==> config.mk <==
export PLATFORM = sky130hd
export DESIGN_NAME = ps2_teclado_ascii
export DESIGN_NICKNAME = d
export VERILOG_FILES = /design/src/rtl/ps2_teclado_ascii.sv
export SDC_FILE = /design/constraint.sdc
export NUM_CORES = 1
export LEC_CHECK = 0
export CORE_MARGIN = 2
export CORE_UTILIZATION = 60
export CTS_CLUSTER_DIAMETER = 50
export DETAILED_ROUTE_END_ITERATION = 10
export PLACE_DENSITY = 0.84
export SETUP_SLACK_MARGIN = 0.02
export SLEW_MARGIN = 20
export SYNTH_ARGS = -nofsm -noshare
export SYNTH_HDL_FRONTEND = slang
export SYNTH_SLANG_ARGS = --single-unit
export TNS_END_PERCENT = 30
==> constraint.sdc <==
create_clock -name clk -period 3.06 [get_ports clk]
set_clock_uncertainty 0.1 [all_clocks]
set_input_delay 0.306 -clock clk [delete_from_list [all_inputs] [get_ports clk]]
set_output_delay 0.306 -clock clk [all_outputs]
set_load 0.05 [all_outputs]
==> src/rtl/ps2_teclado_ascii.sv <==
`timescale 1ns/1ps
// PS/2 keyboard front end: conditions the bus, receives set-2 frames and
// turns make/break codes for keys a-d into a held-key ASCII level.
module ps2_teclado_ascii #(
    parameter int FILTER_LEN  = 8,
    parameter int TIMEOUT_CYC = 50000
) (
    input  logic       clk,
    input  logic       reset,
    input  logic       ps2_clk,
    input  logic       ps2_data,
    output logic [7:0] tecla,
    output logic       nueva_tecla,
    output logic       error_trama
);

    localparam int FW = $clog2(FILTER_LEN + 1);
    localparam int TW = $clog2(TIMEOUT_CYC + 1);

    typedef enum logic [1:0] {REPOSO, DATOS, PARIDAD, PARADA} estado_t;

    logic          clk_s1_reg, clk_s2_reg, data_s1_reg, data_s2_reg;
    logic [FW-1:0] filt_cnt_reg;
    logic          filt_reg, filt_d_reg, caida_reg;

    estado_t       estado_reg;
    logic [3:0]    bit_cnt_reg;
    logic [7:0]    shift_reg;
    logic          par_reg;
    logic [TW-1:0] tout_reg;
    logic          byte_ok_reg;
    logic [7:0]    byte_rx_reg;

    logic          rotura_reg, extendido_reg;

    function automatic logic [7:0] mapa(input logic [7:0] code);
        case (code)
            8'h1C:   mapa = 8'd97;
            8'h32:   mapa = 8'd98;
            8'h21:   mapa = 8'd99;
            8'h23:   mapa = 8'd100;
            default: mapa = 8'd0;
        endcase
    endfunction

    // Synchronizers and glitch filter idle high, like the bus itself.
    always_ff @(posedge clk or posedge reset) begin
        if (reset) begin
            clk_s1_reg   <= 1'b1;
            clk_s2_reg   <= 1'b1;
            data_s1_reg  <= 1'b1;
            data_s2_reg  <= 1'b1;
            filt_cnt_reg <= '0;
            filt_reg     <= 1'b1;
            filt_d_reg   <= 1'b1;
            caida_reg    <= 1'b0;
        end else begin
            clk_s1_reg  <= ps2_clk;
            clk_s2_reg  <= clk_s1_reg;
            data_s1_reg <= ps2_data;
            data_s2_reg <= data_s1_reg;
            if (clk_s2_reg == filt_reg) begin
                filt_cnt_reg <= '0;
            end else if (filt_cnt_reg == FW'(FILTER_LEN - 1)) begin
                filt_reg     <= clk_s2_reg;
                filt_cnt_reg <= '0;
            end else begin
                filt_cnt_reg <= filt_cnt_reg + 1'b1;
            end
            filt_d_reg <= filt_reg;
            caida_reg  <= filt_d_reg & ~filt_reg;
        end
    end

    always_ff @(posedge clk or posedge reset) begin
        if (reset) begin
            estado_reg  <= REPOSO;
            bit_cnt_reg <= '0;
            shift_reg   <= '0;
            par_reg     <= 1'b0;
            tout_reg    <= '0;
            byte_ok_reg <= 1'b0;
            byte_rx_reg <= '0;
            error_trama <= 1'b0;
        end else begin
            byte_ok_reg <= 1'b0;
            error_trama <= 1'b0;
            if (caida_reg) begin
                tout_reg <= '0;
                case (estado_reg)
                    REPOSO: begin
                        if (!data_s2_reg) begin
                            estado_reg  <= DATOS;
                            bit_cnt_reg <= '0;
                        end
                    end
                    DATOS: begin
                        shift_reg   <= {data_s2_reg, shift_reg[7:1]};
                        bit_cnt_reg <= bit_cnt_reg + 4'd1;
                        if (bit_cnt_reg == 4'd7)
                            estado_reg <= PARIDAD;
                    end
                    PARIDAD: begin
                        par_reg    <= data_s2_reg;
                        estado_reg <= PARADA;
                    end
                    PARADA: begin
                        if ((^{shift_reg, par_reg}) && data_s2_reg) begin
                            byte_ok_reg <= 1'b1;
                            byte_rx_reg <= shift_reg;
                        end else begin
                            error_trama <= 1'b1;
                        end
                        estado_reg <= REPOSO;
                    end
                    default: estado_reg <= REPOSO;
                endcase
            end else if (estado_reg != REPOSO) begin
                if (tout_reg == TW'(TIMEOUT_CYC)) begin
                    error_trama <= 1'b1;
                    estado_reg  <= REPOSO;
                    tout_reg    <= '0;
                end else begin
                    tout_reg <= tout_reg + 1'b1;
                end
            end
        end
    end

    // Break/extended prefixes are one-shot flags consumed by the next code byte.
    always_ff @(posedge clk or posedge reset) begin
        if (reset) begin
            tecla         <= '0;
            nueva_tecla   <= 1'b0;
            rotura_reg    <= 1'b0;
            extendido_reg <= 1'b0;
        end else begin
            nueva_tecla <= 1'b0;
            if (error_trama) begin
                rotura_reg    <= 1'b0;
                extendido_reg <= 1'b0;
            end else if (byte_ok_reg) begin
                if (byte_rx_reg == 8'hF0) begin
                    rotura_reg <= 1'b1;
                end else if (byte_rx_reg == 8'hE0) begin
                    extendido_reg <= 1'b1;
                end else if (extendido_reg) begin
                    rotura_reg    <= 1'b0;
                    extendido_reg <= 1'b0;
                end else if (rotura_reg) begin
                    if (mapa(byte_rx_reg) == tecla)
                        tecla <= '0;
                    rotura_reg <= 1'b0;
                end else if (mapa(byte_rx_reg) != 8'd0 && mapa(byte_rx_reg) != tecla) begin
                    tecla       <= mapa(byte_rx_reg);
                    nueva_tecla <= 1'b1;
                end
            end
        end
    end

endmodule
==> results of run 1 <==
[routing by layer]
metal	up-vias	wire length (um)	track usage (%)
met5	-	0	0
met4	0	134	12.7
met3	17	216	5.15
met2	45	2530	35.1
met1	1019	2320	26.5
li1	997	-	-
[cells in the mapped netlist (all sizes together), types with 2 or more instances]
master,number,area [um2]
dfrtp,53,1330
nor2,27,101
nand2,19,71.3
mux2,18,203
a21oi,12,60.1
inv,12,45.0
nand3,10,55.1
o21ai,10,50.1
xnor2,10,87.6
ha,8,100
xor2,8,70.1
dfstp,6,158
buf,5,35.0
nand4,5,31.3
nor4bb,5,50.1
nor3,4,20.0
or2,4,27.5
and3b,3,26.3
clkbuf,3,11.3
mux2i,3,30.0
nand2b,3,18.8
nand3b,3,22.5
nor2b,3,18.8
a22o,2,17.5
and2,2,12.5
and3,2,12.5
and4,2,17.5
nor3b,2,26.3
nor4,2,12.5
o211ai,2,15.0
o221ai,2,17.5
o31ai,2,15.0
or3,2,12.5
or4,2,15.0
[cell families (layout without fill, tap and decap cells)]
family / after synthesis / after routing / share of synthesized area [%]
muxes: 21 / 21 / 7.88
other: 1 / 3 / 0.127
xor gates and xnor gates: 19 / 19 / 6.10
adders and majority gates: 8 / 8 / 3.39
AOI/OAI and AO/OA: 41 / 41 / 9.32
DFF: 59 / 59 / 50.2
buffers and inverters: 20 / 41 / 3.09
and+or+nand+nor: 104 / 104 / 19.9
[layout by cell type (no fill, tap or decap), types with 8 or more instances in the layout]
cell              n
inv_1            10
nand2_1          19
ha_1              8
clkdlybuf4s50_1  10
xnor2_1          10
a21oi_1          12
clkbuf_8         11
mux2_2           17
xor2_1            8
o21ai_0          10
nand3_1           9
nor2_1           27
dfrtp_1          53
[power breakdown]
group | leakage (uW) | internal (uW) | switching [uW]
sequential | 0.000800 | 839 | 56.5
combinational | 0.000613 | 84.3 | 126
clock | 0.000113 | 502 | 303
total | 0.00153 | 1430 | 485
[critical path: cells and delay by family (launching register included)]
family	cells	cell delay, ps
AO/OA/AOI/OAI	3	1160
flip-flops	1	560
AND/OR/NAND/NOR	3	560
[path summary, 6_finish.rpt]
kind	start	end	slack, ps	cells past startpoint
max in group asynchronous	reset	clk_s1_reg	1860	3
min in group asynchronous	reset	nueva_tecla	270	2
worst max register to register	byte_rx_reg[1]	tecla[1]	570	6
worst max-delay path	byte_rx_reg[1]	tecla[1]	570	6
worst min-delay path	data_s1_reg	data_s2_reg	250	0
worst min register to register	data_s1_reg	data_s2_reg	250	0
[final cells by class]
cell class	count	area [um2]	share of cell area, %
flip-flops and latches	59	1480	44.3
multi-input cells	196	1390	41.4
clock buffers	12	155	4.63
repair buffers	13	123	3.66
well taps	67	83.8	2.50
clock inverters	4	72.6	2.17
inverters	12	45.0	1.34
[through the flow]
| stage | cell area [um2] | cells |
|---|---|---|
| finish | 3350 | 363 |
| CTS | 3350 | 363 |
| global placement | 3120 | 347 |
| detailed placement | 3120 | 347 |
| global route | 3350 | 363 |
| floorplan | 2960 | 275 |
==> key figures, run 1 <==
Status
  – Outcome: complete, no violations

Drt
  – Iteration-0 DRC Markers: 112
  – Final routed wirelength across all metal layers: 5200 um
  – Remaining antenna violation count after routing: 0
  – Vias per std cell: 5.72
  – Vias after detailed routing: 2078
  – Average wire length per cell after detail routing: 14.3 um
  – 1st-pass router iterations: 5
  – Remaining design rule violation count: 0

Clocking
  – Buffers from clock root to sink, at most: 2
  – Number of buffers added by the clock tree synthesis step: 9
  – Number of buffers inserted by hold repair at cts: 0
  – Number of setup buffers added after CTS: 0
  – Clock net sink count: 59
  – Clock slew at the register clock pins of the worst setup and hold paths: 70 ps
  – Clock insertion delay at the later pin of the skew report: 340 ps
  – CTS tree: built
  – Clock Tree Root: clkbuf_8
  – Maximum level of the CTS H-tree: 3
  – Cells resized by post-CTS repair: 0

Global route
  – Global route overflow: 0
  – First-pass GRT wire length: 8980 um
  – GRT Total Usage: 21.7%
  – Vias in the first global route: 2064
  – Pin count of the biggest net entering global routing: 33
  – Initial antenna violation count: 0

STA
  – Total of endpoints with negative setup slack in the final report: 0
  – Final period utilization: 81.3%
  – Pins Over Slew Limit: 0
  – Max-slew headroom at the worst pin: 53.3%
  – Achievable Freq: 0.402 GHz
  – Slew of the pin with the lowest slew margin: 684 ps
  – Hold violation total from the final report: 0
  – Total Neg Setup Slack: 0 ps
  – Final min period: 2490 ps
  – Setup ws final: 572 ps
  – Minimum hold slack: 250 ps
  – Unrepaired setup endpoints after global routing: no

Floorplan
  – Ports placed on the boundary: 14
  – Core outline area: 4720 um2
  – Die Width: 74.2 um
  – Core Rows: 25
  – Die Ht: 74.2 um
  – Starting utilization of the core area: 62.5%
  – Area enclosed by the die boundary: 5500 um2

Placed design
  – I/O Buffers: 10
  – RD Place Congestion: 0.958
  – Detailed Place HPWL: 3670 um
  – Worst slack at placement: 555 ps

Yosys
  – Post-synth top flop: dfrtp_1
  – Mapped Cells: 273
  – Post-synth ARST share: 100%
  – Synth Cell Area: 2950 um2
  – Sequential cell area fraction in the yosys report: 50.2%
  – Number of distinct standard cells referenced by the synthesized netlist: 58
  – Flop and latch count out of synthesis: 59
  – Yosys synthesis warning count: 0
  – Post-synthesis average cell area: 10.8 um2
  – EDFF count, synth: 0

Critical path
  – Critical path class: register to register
  – Endpoint type of the worst setup path: register
  – Slowest cell on the critical path: a2111oi_0
  – Data arrival time at the worst-slack endpoint: 2620 ps
  – Crit path cell chain: nor4bb_1 -> a2111oi_0 -> o41a_1 -> nand4_1 -> or2_1 -> a31o_1
  – Worst stage delay on the critical path: 680 ps
  – Maximum fanout along the worst path: 14
  – Required time at the worst-slack endpoint: 3190 ps
  – Worst Setup Start Kind: register

Layout
  – Antenna diode count: 0
  – Final nets: 303
  – Max FFs per register: 16
  – Number of filler cells placed in the layout: 336
  – Core utilization of the finished layout: 70.9%
  – Area added between synthesis and finish: 13.4%
  – Proportion of layout cells with a drive suffix above 1: 16.9%

Job
  – Maxcap violations: 0

Pwr
  – Worst VDD drop: 0.438 mV
  – Overall power of the completed layout: 1910 uW
  – Power per cell area: 570 nW/um2
  – Leakage power: 0.00153 uW

Min path
  – Hold/Removal Path Class: register to register
(Power assumes the default switching activity.)
==> inputs of run 2 (changes only) <==
--- a/config.mk
+++ b/config.mk
@@ -6,10 +6,10 @@
 export NUM_CORES = 1
 export LEC_CHECK = 0
 export CORE_MARGIN = 2
-export CORE_UTILIZATION = 60
+export CORE_UTILIZATION = 54
 export CTS_CLUSTER_DIAMETER = 50
 export DETAILED_ROUTE_END_ITERATION = 10
-export PLACE_DENSITY = 0.84
+export PLACE_DENSITY = 0.8
 export SETUP_SLACK_MARGIN = 0.02
 export SLEW_MARGIN = 20
 export SYNTH_ARGS = -nofsm -noshare
==> constraint.sdc (replaced) <==
create_clock -name clk -period 2.14 [get_ports clk]
set_clock_uncertainty 0.1 [all_clocks]
set_input_delay 0.214 -clock clk [delete_from_list [all_inputs] [get_ports clk]]
set_output_delay 0.214 -clock clk [all_outputs]
set_load 0.05 [all_outputs]
==> key figures, run 2 (synthesis gave the netlist of run 1 again) <==
STA
  – Slew of the pin with the lowest slew margin: 504 ps (was 684 ps)
  – Total of endpoints with negative setup slack in the final report: 0 (unchanged)
  – Unrepaired setup endpoints after global routing: yes (was no)
  – Achievable Freq: 0.468 GHz (was 0.402 GHz)
  – Minimum hold slack: 74.9 ps (was 250 ps)
  – Pins Over Slew Limit: 0 (unchanged)
  – Final period utilization: 99.8% (was 81.3%)
  – Hold violation total from the final report: 0 (unchanged)
  – Final min period: 2140 ps (was 2490 ps)
  – Max-slew headroom at the worst pin: 66.3% (was 53.3%)

Drt
  – Remaining antenna violation count after routing: 0 (unchanged)
  – Iteration-0 DRC Markers: 85 (was 112)
  – 1st-pass router iterations: 4 (was 5)
  – Final routed wirelength across all metal layers: 5160 um (was 5200 um)
  – Average wire length per cell after detail routing: 13.4 um (was 14.3 um)
  – Vias per std cell: 5.48 (was 5.72)
  – Vias after detailed routing: 2104 (was 2078)
  – Remaining design rule violation count: 0 (unchanged)

Pwr
  – Power per cell area: 811 nW/um2 (was 570 nW/um2)
  – Worst VDD drop: 0.689 mV (was 0.438 mV)
  – Leakage power: 0.00164 uW (was 0.00153 uW)

Critical path
  – Endpoint type of the worst setup path: register (unchanged)
  – Critical path class: register to register (unchanged)
  – Endpoint of the worst-slack reg-to-reg timing path: tecla[1] (unchanged)
  – Depth of the worst register-to-register path: 7 (was 6)
  – Data arrival time at the worst-slack endpoint: 2320 ps (was 2620 ps)
  – Maximum fanout along the worst path: 4 (was 14)
  – Worst stage delay on the critical path: 470 ps (was 680 ps)
  – Slowest cell on the critical path: or4_1 (was a2111oi_0)
  – Reg-to-Reg Start: byte_rx_reg[3] (was byte_rx_reg[1])
  – Required time at the worst-slack endpoint: 2320 ps (was 3190 ps)
  – R2R Setup Slk: 3 ps (was 570 ps)
  – Worst path bufs/invs: 1 (was 0)
  – Cell type group with the largest total delay on the critical path: simple AND/OR/NAND/NOR gates (was compound AO/OA/AOI/OAI gates)
  – Worst Setup Start Kind: register (unchanged)
  – Crit path cell chain: nor3b_4 -> a22oi_2 -> or4_1 -> o2111a_1 -> buf_4 -> nor4_1 -> a31o_1 (was nor4bb_1 -> a2111oi_0 -> o41a_1 -> nand4_1 -> or2_1 -> a31o_1)

Layout
  – Final nets: 321 (was 303)
  – Max FFs per register: 16 (unchanged)
  – Core utilization of the finished layout: 68.3% (was 70.9%)
  – Proportion of layout cells with a drive suffix above 1: 22.9% (was 16.9%)
  – Area added between synthesis and finish: 20.4% (was 13.4%)
  – Antenna diode count: 0 (unchanged)
  – Leading cell types in the layout, fill and taps excluded: dfrtp_1, nor2_1, buf_4 (was dfrtp_1, nor2_1, nand2_1)
  – Most frequent standard cell in the layout excluding fill and tap cells: dfrtp_1 (unchanged)

Floorplan
  – Ports placed on the boundary: 14 (unchanged)
  – Core Rows: 26 (was 25)
  – Die Width: 78.0 um (was 74.2 um)
  – Core outline area: 5200 um2 (was 4720 um2)
  – Die Ht: 78.0 um (was 74.2 um)
  – Starting utilization of the core area: 56.8% (was 62.5%)
  – Area enclosed by the die boundary: 6080 um2 (was 5500 um2)

Global route
  – Pin count of the biggest net entering global routing: 44 (was 33)
  – Vias in the first global route: 2125 (was 2064)
  – GRT Total Usage: 19.6% (was 21.7%)
  – Global route overflow: 0 (unchanged)
  – Initial antenna violation count: 0 (unchanged)
  – First-pass GRT wire length: 9270 um (was 8980 um)

Clocking
  – Clock net sink count: 59 (unchanged)
  – Clock slew at the register clock pins of the worst setup and hold paths: 70 ps (about the same)
  – Number of buffers added by the clock tree synthesis step: 9 (unchanged)
  – Buffers from clock root to sink, at most: 2 (unchanged)
  – Clock Tree Root: clkbuf_8 (unchanged)
  – Number of buffers inserted by hold repair at cts: 0 (unchanged)
  – CTS tree: built (unchanged)
  – Clock insertion delay at the later pin of the skew report: 340 ps (about the same)
  – Maximum level of the CTS H-tree: 3 (unchanged)

Placed design
  – RD Place Congestion: 0.858 (was 0.958)
  – I/O Buffers: 10 (unchanged)
  – Detailed Place HPWL: 3640 um (was 3670 um)

Status
  – Outcome: complete, no violations (unchanged)

Job
  – Maxcap violations: 0 (unchanged)

Min path
  – Hold/Removal Path Class: input port to async pin (was register to register)
-- run 2: final cells by class --
class	count	area [um2]
Clock buffer	12	155
Clock inverter	4	97.6
Fill cell	379	1650
Inverter	12	45.0
Multi-Input combinational cell	196	1420
Sequential cell	59	1480
Tap cell	70	87.6
Timing Repair Buffer	31	270
-- run 2: what timing repair did --
action                                  4_1_cts  5_1_grt
pin swaps                                     2        3
endpoints found under the setup margin        6       12
resized for setup                             5        1
buffers inserted                              4        0
-- run 2: stage by stage --
| step | setup TNS (ps) | std cells | power [uW] | cell area [um2] | setup WS, ps |
|---|---|---|---|---|---|
| final | 0 | 384 | 2880 | 3560 | 3.27 |
| after global placement | -1.11 | 364 | 1610 | 3240 | -1.11 |
| after floorplan | 0 | 275 | 1520 | 2960 | 17.9 |
| after CTS | -1.61 | 384 | 2910 | 3550 | -1.61 |
| after global routing | -337 | 384 | 3010 | 3560 | -112 |
| after detailed placement | -177 | 364 | 1630 | 3240 | -63.3 |
-- run 2: power by group --
group / internal, uW / total (uW) / switching (uW)
registers: 1200 / 1260 / 57.3
clock network: 838 / 1270 / 432
logic: 141 / 355 / 214
-- run 2: worst reg2reg max path, cell delays in order, from the launching register on --
cell	delay (ps)
dfrtp_1	410
nor3b_4	270
a22oi_2	120
or4_1	470
o2111a_1	170
buf_4	150
nor4_1	260
a31o_1	140
-- run 2: worst max-delay path by stage --
stage | start | endpoint | slack, ps | cells after the start
CTS | byte_rx_reg[2] | tecla[2] | -2 | 6
detailed placement | byte_rx_reg[2] | tecla[2] | -60 | 6
finish | byte_rx_reg[3] | tecla[1] | 3 | 7
floorplan | byte_rx_reg[2] | tecla[0] | 20 | 6
global placement | byte_rx_reg[2] | tecla[0] | -1 | 6
global route | byte_rx_reg[2] | tecla[0] | -110 | 6
-- run 2: layer usage --
layer	track usage (%)	vias up	wire length, um
met1	24.6	1023	2480
li1	-	1034	-
met5	0	-	0
met3	3.84	8	147
met2	32.5	39	2440
met4	9.47	0	82
==> inputs of run 3 (changes only) <==
==> constraint.sdc (replaced) <==
create_clock -name clk -period 2.14 [get_ports clk]
set_clock_uncertainty 0.1 [all_clocks]
set_input_delay 0.428 -clock clk [delete_from_list [all_inputs] [get_ports clk]]
set_output_delay 0.428 -clock clk [all_outputs]
set_load 0.1 [all_outputs]
==> key figures, run 3 (synthesis gave the netlist of run 1 again) <==
Drt
  – Remaining antenna violation count after routing: 0 (unchanged)
  – Metal2 WL: 3150 um (was 2440 um)
  – Remaining design rule violation count: 0 (unchanged)
  – Highest routing layer actually used: met4 (unchanged)
  – Iteration-0 DRC Markers: 88 (was 85)
  – Final routed wirelength across all metal layers: 5980 um (was 5160 um)
  – 1st-pass router iterations: 5 (was 4)
  – Met3 WL: 241 um (was 147 um)
  – Wire length the detailed router placed on met1: 2540 um (was 2480 um)
  – Vias per std cell: 5.63 (was 5.48)
  – Average wire length per cell after detail routing: 15.3 um (was 13.4 um)
  – Vias after detailed routing: 2207 (was 2104)

Layout
  – Final nets: 329 (was 321)
  – Number of filler cells placed in the layout: 376 (was 379)
  – Max FFs per register: 16 (unchanged)
  – Core utilization of the finished layout: 69.4% (was 68.3%)
  – Area added between synthesis and finish: 22.3% (was 20.4%)
  – Final Instance Area: 3610 um2 (was 3560 um2)
  – Most frequent standard cell in the layout excluding fill and tap cells: dfrtp_1 (unchanged)
  – Proportion of layout cells with a drive suffix above 1: 29.8% (was 22.9%)
  – Leading cell types in the layout, fill and taps excluded: dfrtp_1, buf_4, nor2_1 (was dfrtp_1, nor2_1, buf_4)
  – Antenna diode count: 0 (unchanged)

Floorplan
  – Core outline area: 5200 um2 (unchanged)
  – Ports placed on the boundary: 14 (unchanged)
  – Starting utilization of the core area: 56.8% (unchanged)
  – Core Rows: 26 (unchanged)
  – Die Width: 78.0 um (unchanged)
  – Die Ht: 78.0 um (unchanged)
  – Area enclosed by the die boundary: 6080 um2 (unchanged)

Clocking
  – Maximum level of the CTS H-tree: 3 (unchanged)
  – Clock Tree Root: clkbuf_8 (unchanged)
  – Clock net sink count: 59 (unchanged)
  – Buffers from clock root to sink, at most: 2 (unchanged)
  – CTS tree: built (unchanged)
  – Clock insertion delay at the later pin of the skew report: 330 ps (was 340 ps)
  – Number of buffers inserted by hold repair at cts: 0 (unchanged)
  – Number of buffers added by the clock tree synthesis step: 9 (unchanged)
  – Clock slew at the register clock pins of the worst setup and hold paths: 60 ps (was 70 ps)

Placed design
  – Worst slack at placement: -49.9 ps (was -63.3 ps)
  – I/O Buffers: 10 (unchanged)
  – Detailed Place HPWL: 3950 um (was 3640 um)
  – Total cell area at the placement stage: 3260 um2 (was 3240 um2)
  – RD Place Congestion: 0.899 (was 0.858)

Global route
  – GRT Total Usage: 21.3% (was 19.6%)
  – Pin count of the biggest net entering global routing: 22 (was 44)
  – First-pass GRT wire length: 10000 um (was 9270 um)
  – Initial antenna violation count: 0 (unchanged)
  – Vias in the first global route: 2229 (was 2125)
  – Global route overflow: 0 (unchanged)

Min path
  – Hold/Removal Path Class: register to register (was input port to async pin)

Critical path
  – Slowest cell on the critical path: dfrtp_1 (was or4_1)
  – Cell type group with the largest total delay on the critical path: compound AO/OA/AOI/OAI gates (was simple AND/OR/NAND/NOR gates)
  – Crit path cell chain: buf_4 -> and3b_1 -> a22oi_2 -> buf_4 -> o41a_1 -> nand4_1 -> buf_4 -> o221ai_1 -> o31ai_2 (was nor3b_4 -> a22oi_2 -> or4_1 -> o2111a_1 -> buf_4 -> nor4_1 -> a31o_1)
  – Endpoint type of the worst setup path: register (unchanged)
  – Worst stage delay on the critical path: 410 ps (was 470 ps)
  – Cell type with the highest occurrence count on the critical path: buf_4
  – Worst path bufs/invs: 3 (was 1)
  – Maximum fanout along the worst path: 4 (unchanged)
  – Worst Setup Start Kind: register (unchanged)
  – Data arrival time at the worst-slack endpoint: 2220 ps (was 2320 ps)
  – Required time at the worst-slack endpoint: 2250 ps (was 2320 ps)
  – Critical path class: register to register (unchanged)

STA
  – Total Neg Setup Slack: 0 ps (unchanged)
  – Unrepaired setup endpoints after global routing: yes (unchanged)
  – Setup ws final: 31.7 ps (was 3.27 ps)
  – Pins Over Slew Limit: 0 (unchanged)
  – Slew of the pin with the lowest slew margin: 695 ps (was 504 ps)
  – Final period utilization: 98.5% (was 99.8%)
  – Final min period: 2110 ps (was 2140 ps)
  – Hold violation total from the final report: 0 (unchanged)
  – Total of endpoints with negative setup slack in the final report: 0 (unchanged)
  – Achievable Freq: 0.474 GHz (was 0.468 GHz)
  – Max-slew headroom at the worst pin: 53.0% (was 66.3%)

Pwr
  – Leakage power: 0.00166 uW (was 0.00164 uW)
  – Worst VDD drop: 0.537 mV (was 0.689 mV)
  – Power per cell area: 730 nW/um2 (was 811 nW/um2)

Job
  – Maxcap violations: 0 (unchanged)

Status
  – Outcome: complete, no violations (unchanged)
run 3: changes by cell type in the layout (fill, tap and decap cells not counted), moves of 2 or more:
| cell | delta |
|---|---|
| dfrtp_2 | +4 |
| bufinv_16 | -2 |
| buf_4 | +15 |
| clkdlybuf4s50_1 | -7 |
| dfrtp_1 | -4 |
| o31ai_1 | -2 |
run 3: what timing repair did:
| action | CTS | global route |
|---|---|---|
| pin swaps | 3 | 8 |
| endpoints found under the setup margin | 12 | 10 |
| resized for setup | 6 | 11 |
| gates cloned | 1 | 0 |
| buffers inserted | 3 | 2 |
run 3: final timing paths:
kind	from	to	slack, ps	depth (start not counted)
worst max-delay path	byte_rx_reg[2]	tecla[2]	30	9
worst min-delay path	data_s1_reg	data_s2_reg	260	0
worst max register to register	byte_rx_reg[2]	tecla[2]	30	9
worst min register to register	data_s1_reg	data_s2_reg	260	0
max in group asynchronous	reset	error_trama	1010	3
min in group asynchronous	reset	tecla[5]	340	2
run 3: metrics by stage:
| step | total power [uW] | cells | hold slack [ps] |
|---|---|---|---|
| finish | 2640 | 392 | 256 |
| global route | 2780 | 392 | 269 |
| CTS | 2650 | 390 | 258 |
| detailed placement | 1650 | 370 | 248 |
| global placement | 1630 | 370 | 245 |
| floorplan | 1530 | 275 | 245 |
run 3: cell type report:
| type | count | area [um2] | area share, % |
|---|---|---|---|
| clock buffers | 12 | 145 | 4.02 |
| multi-input cells | 197 | 1500 | 41.6 |
| well taps | 70 | 87.6 | 2.42 |
| clock inverters | 4 | 50.0 | 1.39 |
| flip-flops and latches | 59 | 1490 | 41.2 |
| inverters | 12 | 45.0 | 1.25 |
| repair buffers | 38 | 293 | 8.11 |
run 3: metal layers:
metal  global-route usage, %  up-vias
met2                    37.8       50
met3                    7.09        8
li1                        -     1055
met1                    24.3     1094
met4                    6.67        0
met5                       0        -
run 3: power breakdown:
group	leakage (uW)	switching [uW]	internal, uW
sequential	0.000793	57.7	1200
clock	0.0000926	423	568
combinational	0.000778	242	145
total	0.00166	723	1910
